--- src/rtl/updown_counter_param_pkg.sv ---
// counter_pkg: shared types and width helper for updown_counter_param.
package counter_pkg;

  typedef enum logic {MODE_WRAP = 1'b0, MODE_SAT = 1'b1} mode_e;

  localparam int ARITH_GUARD_BITS = 1;

  // Width of the guarded arithmetic used for overflow decisions.
  function automatic int arith_width(input int width);
    return width + ARITH_GUARD_BITS;
  endfunction

endpackage

--- src/rtl/updown_counter_param_if.sv ---
// Control/status bundle for updown_counter_param; presc exists only with
// COUNTER_PRESCALE_EN.
interface updown_counter_param_if #(
  parameter int WIDTH  = 8,
  parameter int STEP_W = 4
`ifdef COUNTER_PRESCALE_EN
  , parameter int PRESCALE_W = 8
`endif
) ();
  import counter_pkg::*;

  logic              en;
  logic              ld;
  logic [WIDTH-1:0]  ld_val;
  logic              dir;
  logic [STEP_W-1:0] step;
  mode_e             mode;
  logic [WIDTH-1:0]  lim;
  logic [WIDTH-1:0]  count;
  logic              at_lim;
  logic              at_zero;
  logic              tc;
  logic              ovf;
`ifdef COUNTER_PRESCALE_EN
  logic [PRESCALE_W-1:0] presc;

  modport master (output en, ld, ld_val, dir, step, mode, lim, presc,
                  input  count, at_lim, at_zero, tc, ovf);
  modport slave  (input  en, ld, ld_val, dir, step, mode, lim, presc,
                  output count, at_lim, at_zero, tc, ovf);
`else
  modport master (output en, ld, ld_val, dir, step, mode, lim,
                  input  count, at_lim, at_zero, tc, ovf);
  modport slave  (input  en, ld, ld_val, dir, step, mode, lim,
                  output count, at_lim, at_zero, tc, ovf);
`endif

endinterface

--- src/rtl/updown_counter_param_prescaler.sv ---
// counter_prescaler: divides en cycles by presc+1; built only with
// COUNTER_PRESCALE_EN.
`ifdef COUNTER_PRESCALE_EN
module counter_prescaler #(
  parameter int PRESCALE_W = 8
) (
  input  logic                  clk,
  input  logic                  rst,
  input  logic                  clr,
  input  logic                  en,
  input  logic [PRESCALE_W-1:0] presc,
  output logic                  tick
);

  logic [PRESCALE_W-1:0] cnt_r;

  // The step happens in the same en cycle the phase matches presc.
  assign tick = en && (cnt_r == presc);

  // Phase counter: cleared by reset/load, restarts after every tick.
  always_ff @(posedge clk) begin
    if (rst || clr) begin
      cnt_r <= {PRESCALE_W{1'b0}};
    end else if (tick) begin
      cnt_r <= {PRESCALE_W{1'b0}};
    end else if (en) begin
      cnt_r <= cnt_r + {{(PRESCALE_W-1){1'b0}}, 1'b1};
    end else begin
      cnt_r <= cnt_r;
    end
  end

endmodule
`endif

--- src/rtl/updown_counter_param.sv ---
// updown_counter_param: up/down counter over 0..lim with step, wrap/saturate,
// terminal pulse and sticky overflow. Optional prescaler: COUNTER_PRESCALE_EN.
module updown_counter_param
  import counter_pkg::*;
#(
  parameter int WIDTH  = 8,
  parameter int STEP_W = 4
`ifdef COUNTER_PRESCALE_EN
  , parameter int PRESCALE_W = 8
`endif
) (
  input logic                  clk,
  input logic                  rst,
  updown_counter_param_if.slave bus
);

  localparam int AW = arith_width(WIDTH);
  localparam int MW = (STEP_W > AW) ? STEP_W : AW;

  logic [WIDTH-1:0] count_r;
  logic             tc_r;
  logic             ovf_r;
  logic [WIDTH-1:0] count_nxt_s;
  logic             tc_nxt_s;
  logic             ovf_nxt_s;
  logic             tick_s;
  logic             step_go_s;
  logic [MW-1:0]    step_m_s;
  logic [MW-1:0]    lim_m_s;
  logic [WIDTH-1:0] s_s;
  logic [AW-1:0]    up_sum_x_s;
  logic [WIDTH-1:0] one_s;

`ifdef COUNTER_PRESCALE_EN
  counter_prescaler #(.PRESCALE_W(PRESCALE_W)) u_prescaler (
    .clk   (clk),
    .rst   (rst),
    .clr   (bus.ld),
    .en    (bus.en),
    .presc (bus.presc),
    .tick  (tick_s)
  );
`else
  assign tick_s = 1'b1;
`endif

  assign one_s      = {{(WIDTH-1){1'b0}}, 1'b1};
  assign step_m_s   = MW'(bus.step);
  assign lim_m_s    = MW'(bus.lim);
  assign s_s        = (step_m_s < lim_m_s) ? step_m_s[WIDTH-1:0] : bus.lim;
  assign up_sum_x_s = {1'b0, count_r} + {1'b0, s_s};
  assign step_go_s  = bus.en && tick_s && (bus.step != {STEP_W{1'b0}});

  // Next-state selection. Overflow decisions use the guard bit; every
  // selected result lies in 0..lim, so WIDTH-bit modular sums are exact.
  always_comb begin
    count_nxt_s = count_r;
    tc_nxt_s    = 1'b0;
    ovf_nxt_s   = ovf_r;
    if (bus.ld) begin
      count_nxt_s = (bus.ld_val < bus.lim) ? bus.ld_val : bus.lim;
      ovf_nxt_s   = 1'b0;
    end else if (step_go_s) begin
      if (count_r > bus.lim) begin
        count_nxt_s = (bus.mode == MODE_SAT) ? bus.lim : {WIDTH{1'b0}};
        tc_nxt_s    = 1'b1;
        ovf_nxt_s   = 1'b1;
      end else if (bus.lim == {WIDTH{1'b0}}) begin
        count_nxt_s = {WIDTH{1'b0}};
        tc_nxt_s    = 1'b1;
        ovf_nxt_s   = 1'b1;
      end else if (bus.dir) begin
        if (up_sum_x_s <= {1'b0, bus.lim}) begin
          count_nxt_s = up_sum_x_s[WIDTH-1:0];
        end else begin
          count_nxt_s = (bus.mode == MODE_SAT) ? bus.lim
                                               : (count_r + s_s - bus.lim - one_s);
          tc_nxt_s    = 1'b1;
          ovf_nxt_s   = 1'b1;
        end
      end else begin
        if (count_r >= s_s) begin
          count_nxt_s = count_r - s_s;
        end else begin
          count_nxt_s = (bus.mode == MODE_SAT) ? {WIDTH{1'b0}}
                                               : (count_r + bus.lim + one_s - s_s);
          tc_nxt_s    = 1'b1;
          ovf_nxt_s   = 1'b1;
        end
      end
    end else begin
      count_nxt_s = count_r;
    end
  end

  // Count, terminal pulse and sticky overflow registers.
  always_ff @(posedge clk) begin
    if (rst) begin
      count_r <= {WIDTH{1'b0}};
      tc_r    <= 1'b0;
      ovf_r   <= 1'b0;
    end else begin
      count_r <= count_nxt_s;
      tc_r    <= tc_nxt_s;
      ovf_r   <= ovf_nxt_s;
    end
  end

  assign bus.count   = count_r;
  assign bus.tc      = tc_r;
  assign bus.ovf     = ovf_r;
  assign bus.at_lim  = (count_r == bus.lim);
  assign bus.at_zero = (count_r == {WIDTH{1'b0}});

endmodule

--- src/flat_wrapper.sv ---
// flat-port wrapper written by rule: the top's interface ports become plain ports
module updown_counter_param_flat import counter_pkg::*;
#(
  parameter int WIDTH  = 8,
  parameter int STEP_W = 4

)
  (clk, rst, bus_en, bus_ld, bus_ld_val, bus_dir, bus_step, bus_mode, bus_lim, bus_count, bus_at_lim, bus_at_zero, bus_tc, bus_ovf);
  updown_counter_param_if #(.WIDTH(WIDTH), .STEP_W(STEP_W)) bus_i ();
  input logic clk;
  input logic rst;
  input wire logic [$bits(bus_i.en)-1:0] bus_en;
  input wire logic [$bits(bus_i.ld)-1:0] bus_ld;
  input wire logic [$bits(bus_i.ld_val)-1:0] bus_ld_val;
  input wire logic [$bits(bus_i.dir)-1:0] bus_dir;
  input wire logic [$bits(bus_i.step)-1:0] bus_step;
  input wire logic [$bits(bus_i.mode)-1:0] bus_mode;
  input wire logic [$bits(bus_i.lim)-1:0] bus_lim;
  output wire logic [$bits(bus_i.count)-1:0] bus_count;
  output wire logic [$bits(bus_i.at_lim)-1:0] bus_at_lim;
  output wire logic [$bits(bus_i.at_zero)-1:0] bus_at_zero;
  output wire logic [$bits(bus_i.tc)-1:0] bus_tc;
  output wire logic [$bits(bus_i.ovf)-1:0] bus_ovf;
  assign bus_i.en = bus_en;
  assign bus_i.ld = bus_ld;
  assign bus_i.ld_val = bus_ld_val;
  assign bus_i.dir = bus_dir;
  assign bus_i.step = bus_step;
  assign bus_i.mode = bus_mode;
  assign bus_i.lim = bus_lim;
  assign bus_count = bus_i.count;
  assign bus_at_lim = bus_i.at_lim;
  assign bus_at_zero = bus_i.at_zero;
  assign bus_tc = bus_i.tc;
  assign bus_ovf = bus_i.ovf;
  updown_counter_param #(.WIDTH(WIDTH), .STEP_W(STEP_W)) u_core (.clk(clk), .rst(rst), .bus(bus_i));
endmodule
--- config.mk ---
export PLATFORM = sky130hd
export DESIGN_NAME = updown_counter_param_flat
export DESIGN_NICKNAME = d
export VERILOG_FILES = /design/src/rtl/updown_counter_param_pkg.sv /design/src/rtl/updown_counter_param_if.sv /design/src/rtl/updown_counter_param_prescaler.sv /design/src/rtl/updown_counter_param.sv /design/src/flat_wrapper.sv
export SDC_FILE = /design/constraint.sdc
export NUM_CORES = 1
export LEC_CHECK = 0
export BUFFER_PORTS_ARGS = -buffer_cell sky130_fd_sc_hd__clkbuf_2
export CORE_AREA = 3 3 110 112
export DETAILED_ROUTE_END_ITERATION = 10
export DIE_AREA = 0 0 113 115
export GPL_TIMING_DRIVEN = 0
export MAX_ROUTING_LAYER = met4
export PLACE_DENSITY = 0.47
export SLEW_MARGIN = 30
export SYNTH_ARGS = -nofsm -noshare
export SYNTH_HDL_FRONTEND = slang
export SYNTH_SLANG_ARGS = --single-unit
--- constraint.sdc ---
create_clock -name clk -period 9.91 [get_ports clk]
set_input_delay 1.982 -clock clk [delete_from_list [all_inputs] [get_ports clk]]
set_output_delay 1.982 -clock clk [all_outputs]
set_load 0.02 [all_outputs]
Word level (Yosys, flattened, before mapping):

Cells that the tools add are included.

* register bits after elaboration: 10
* input bits: 26
* output and inout port bits: 12
* logic and storage cells: 50

* $add $sub $neg: 8
* magnitude comparators: 5
* equal/unequal tests: 3
* multiplexer cells: 22
* bitwise logic cells: 1
* reductions and logical operators: 8

Operators by type and width (number)
* $mux 8: 12
* $sub 8x8->8: 3
* $add 8x8->8: 2
* $logic_not 8->1: 2
* $mux 1: 10
* $add 8x8->9: 1
* $le 9x8->1: 1
* $add 8x1->8 const B: 1
* $eq 8x8->1: 1
* $ge 8x8->1: 1
* $gt 8x8->1: 1
* $lt 4x8->1: 1
* $lt 8x8->1: 1
* $ne 4x2->1 const B: 2
* $sub 8x1->8 const B: 1
* $reduce_bool 4->1: 1
* $reduce_and 3->1: 1
* $reduce_or 3->1: 1
* $reduce_bool 2->1: 1
* $reduce_or 2->1: 1
* $logic_and 1x1->1: 1
* $not 1->1: 1

Longest topological paths before layout:

* depth after elaboration: 12
* depth in mapped cells: 25
* depth with buffers taken out: 22

Worst setup path after synthesis:

No wires, ideal clock.

* kind: input-to-reg
* from: input port bus_lim[1]
* to: register u_core.count_r[7], in the netlist u_core.bus.count[7]
* setup time: 73 ps
* arrival time: 6769 ps
* data required time: 9837 ps
* slack: 3068 ps
* stages: 23
* buffers on the path: 1
* cell sequence: inv_1 -> ha_1 -> o21ai_0 -> nand2b_1 -> a21o_1 -> a21oi_1 -> nor2b_1 -> clkbuf_1 -> mux2_2 -> ha_1 -> fa_1 -> a21o_1 -> a21oi_1 -> o31ai_2 -> xnor2_1 -> ha_1 -> or2_0 -> a2111oi_2 -> o211ai_2 -> a22oi_4 -> mux2_1 -> or4_1 -> o211ai_2

* cells in the longest elaborated chain, start to end: 12
* elaborated cells on any way between the ends: 25
* classes of those cells: add/sub: 8; order compare: 5; mux: 11; reduce/logical: 1

Ends and longest elaborated chain
* from (decl): line flat_wrapper.sv:18 `input wire logic [$bits(bus_i.lim)-1:0] bus_lim;`
* $lt 4x8->1: line updown_counter_param.sv:50 `assign s_s = (step_m_s < lim_m_s) ? step_m_s[WIDTH-1:0] : bus.lim;`
* $mux 8: line updown_counter_param.sv:50
* $add 8x8->8: line updown_counter_param.sv:77 `: (count_r + s_s - bus.lim - one_s);`
* $sub 8x8->8: line updown_counter_param.sv:77
* $sub 8x1->8: line updown_counter_param.sv:77
* $mux 8: line updown_counter_param.sv:76 `count_nxt_s = (bus.mode == MODE_SAT) ? bus.lim`
* $mux 8: line updown_counter_param.sv:73 `if (up_sum_x_s <= {1'b0, bus.lim}) begin`
* $mux 8: line updown_counter_param.sv:72 `end else if (bus.dir) begin`
* $mux 8: line updown_counter_param.sv:68 `end else if (bus.lim == {WIDTH{1'b0}}) begin`
* $mux 8: line updown_counter_param.sv:64 `if (count_r > bus.lim) begin`
* $mux 8: line updown_counter_param.sv:63 `end else if (step_go_s) begin`
* $mux 8 *: line updown_counter_param.sv:60 `if (bus.ld) begin`
* to (signal assigned): line updown_counter_param.sv:99 `count_r <= {WIDTH{1'b0}};`
* to (signal assigned): line updown_counter_param.sv:103 `count_r <= count_nxt_s;`
* to (decl): line updown_counter_param.sv:20 `logic [WIDTH-1:0] count_r;`

Mark *: on every way between the ends. The rest lies on a longest branch, timed or not. The select of a mux whose other input is x is not followed.
A chain may end at the register's enable or synchronous reset.

Worst setup path after layout:

Ends and elaborated chain as after synthesis.

==> results.cfg <==
[flow_run]
cap_violations = 0

[cells_and_area]
design_area_um2 = 3799
layout.nets = 552
fin_cells = 594
diodes = 0
final_common_cell = ha_1
drive_gt1_frac = 0.1641
syn_to_final_growth_pct = 14.05
nFillCells = 1223
final_cell_mix = ha_1 (62), clkbuf_2 (36), inv_1 (29)
final_core_util = 0.3355

[floorplanning]
fp.dieW_um = 113
die-height_um = 115
io_pins = 38
rows = 39
dieArea_um2 = 13000
core_um2 = 11320
initial_core_util = 0.2942

[drt]
totalWireLength_mm = 11.25
drc = 0
ant_nets = 0
via_per_inst = 5.419
avgRoutedWirePerCell_um = 18.94
via_count = 3219
drt_pass1_iterations = 5
drt_iter0_markers = 222

[worst_setup_path]
required_ns = 10.08
crit_arrival_ns = 7.60
cp_top_family = compound AO/OA/AOI/OAI gates
path_max_fanout = 8
worstPathCellList = clkbuf_2 -> inv_1 -> ha_1 -> o21ai_0 -> nand2b_1 -> a21o_1 -> a21oi_1 -> nor2b_1 -> clkbuf_1 -> mux2_2 -> ha_1 -> fa_1 -> a21o_1 -> a21oi_1 -> o31ai_2 -> xnor2_1 -> ha_1 -> or2_0 -> a2111oi_2 -> o211ai_2 -> a22oi_4 -> mux2_1 -> or4_1 -> o211ai_2
r2r_slack_ns = 5.55
timing.rr.end = u_core.bus.count[7]
slowest_stage = mux2_2
path_buf_inv = 3
reg2reg_depth = 14
crit_type = in -> reg
crit_path_max_incr_delay_ns = 0.44
reg2reg_from = u_core.bus.count[1]
worstSetupStartpointType = input port
crit_path_end_kind = register
critical_path.most_common_cell = ha_1

[pwr]
p_sw_mw = 0.2835
p_per_area_nw_per_um2 = 146.7
vdd_drop_max_uv = 58.57
p_int_mw = 0.2736
clkPwrFrac = 0.129
finalPower_mw = 0.5571
p_leak_nw = 1.787
swShare = 0.5089
seqPwrFrac = 0.116
power_frac_comb = 0.755

[clocking]
tritoncts = yes
clkSinkCount = 10
postCtsSetupRepairBufs = 0
cts_root_buffer = clkbuf_16
numCtsBuffers = 3
cts_hold_buf = 0
cts_resized = 0
h-tree-depth = 1
clockBufferDepth = 2
clk_latency_ns = 0.24
clk_pin_slew_ns = 0.04

[timing]
hold_viol_final = 0
layout_setup_ws_ns = 2.473
maxSlewViolCount = 0
rsz0062_at_grt = no
skew_ns = 0.006808
final.period_utilization = 0.7505
setup_violations = 0
tightest_slew_ns = 0.8853
tns_ns = 0
maxSlewHeadroom = 0.4043
fmax_ghz = 0.1345
fin_crit_ns = 7.437
whs_ns = 0.4562

[global_route]
grt_max_degree = 14
overflow = 0
grt_pass1_wl_mm = 17.96
grt_antenna_before_repair = 0
grt_pass1_vias = 3153
grt.total_usage = 0.1823

[synth]
synth_top_flop_cell = dfxtp_1
syn-cell-area_um2 = 3331
ys.warnings.count = 0
synth_edf_count = 0
ys_types = 73
synth_cells = 406
synthArstFlopShare = 0
yosysSeqAreaShare = 0.06011
synth_seq_cells = 10
avgSynthCellArea_um2 = 8.204

[placed_design]
place.detailed.hpwl_mm = 9.394
post_dp_cell_area_um2 = 3712
dp_slack_ns = 2.284
io_buffers = 36
gp_congestion = 0.9090
dp.cells = 591

[run_status]
status = complete, no violations

[min_path]
hold_depth = 1
hp-start = u_core.bus.ovf
whs_endpoint = u_core.bus.ovf
hp-class = reg -> reg
==> synth_stat cells (4+ instances only) <==
master     n  area share
buf_2      7       0.011
nand3_1    7       0.011
o21ai_1    5      0.0075
ha_1      62        0.23
fa_1      11       0.066
a31oi_1    4      0.0075
nand2_1   24       0.027
a21o_1    10       0.023
a221oi_1   4       0.011
o211ai_1   6       0.014
nor2_1    23       0.026
nor4_1     6       0.011
o31ai_1    4      0.0090
nand2b_1  11       0.021
nor2b_1    7       0.013
o21ai_0   11       0.017
mux2_2     7       0.024
xor2_1     9       0.024
a21oi_1   25       0.038
a211oi_1   7       0.016
inv_1     29       0.033
a211o_1    4       0.011
clkbuf_1   8      0.0090
dfxtp_1   10       0.060
xnor2_1   13       0.034
nor3_1     8       0.012
mux2i_1   15       0.045
==> registers in the layout, summed over array words and instances (netlist names) <==
register / flops
u_core.bus.count: 8
u_core.bus.tc: 1
u_core.bus.ovf: 1
==> area by class of cell <==
class | instances | area, um^2 | share of cell area
Buffer | 17 | 83.83 | 0.02207
Clock buffer | 3 | 75.07 | 0.01976
Inverter | 30 | 112.6 | 0.02964
Multi-Input combinational cell | 355 | 2968 | 0.7813
Sequential cell | 10 | 200.2 | 0.05270
Tap cell | 143 | 178.9 | 0.04710
Timing Repair Buffer | 36 | 180.2 | 0.04743
==> per-layer routing <==
layer  vias to the layer above  routed length, um  track usage
met5                         -                  0            -
met4                         0                142      0.02724
met3                        11                674      0.01842
met2                       115               5087       0.2887
met1                      1504               5344       0.2571
li1                       1589                  -            -
==> worst max path at each step <==
stage          slack (ns)  depth (start not counted)        from             endpoint
2_1_floorplan        3.07                         23  bus_lim[1]  u_core.bus.count[7]
3_3_place_gp         2.32                         24  bus_lim[1]  u_core.bus.count[7]
3_5_place_dp         2.28                         24  bus_lim[1]  u_core.bus.count[7]
4_1_cts              2.49                         24  bus_lim[1]  u_core.bus.count[7]
5_1_grt              2.14                         24  bus_lim[1]  u_core.bus.count[7]
6_report             2.47                         24  bus_lim[1]  u_core.bus.count[7]
==> power groups by stage <==
stage	Clock (mW)	Sequential (mW)	Combinational, mW
2_1_floorplan	0	0.0645	0.300
3_3_place_gp	0	0.0656	0.413
3_5_place_dp	0	0.0658	0.417
4_1_cts	0.0722	0.0650	0.419
5_1_grt	0.0752	0.0664	0.467
6_report	0.0719	0.0645	0.421
==> cells by family (layout without fill, tap and decap cells) <==
group,after synthesis,in the layout,synth area share
simple gates,115,115,0.1890
fa+ha+maj,73,73,0.2990
xor+xnor,22,22,0.05785
flops,10,10,0.06010
mux,23,23,0.07213
other cells,2,8,0.002255
compound gates,114,114,0.2607
buf+inv,47,86,0.05898
No activity file was read; power rests on OpenSTA's default activity.
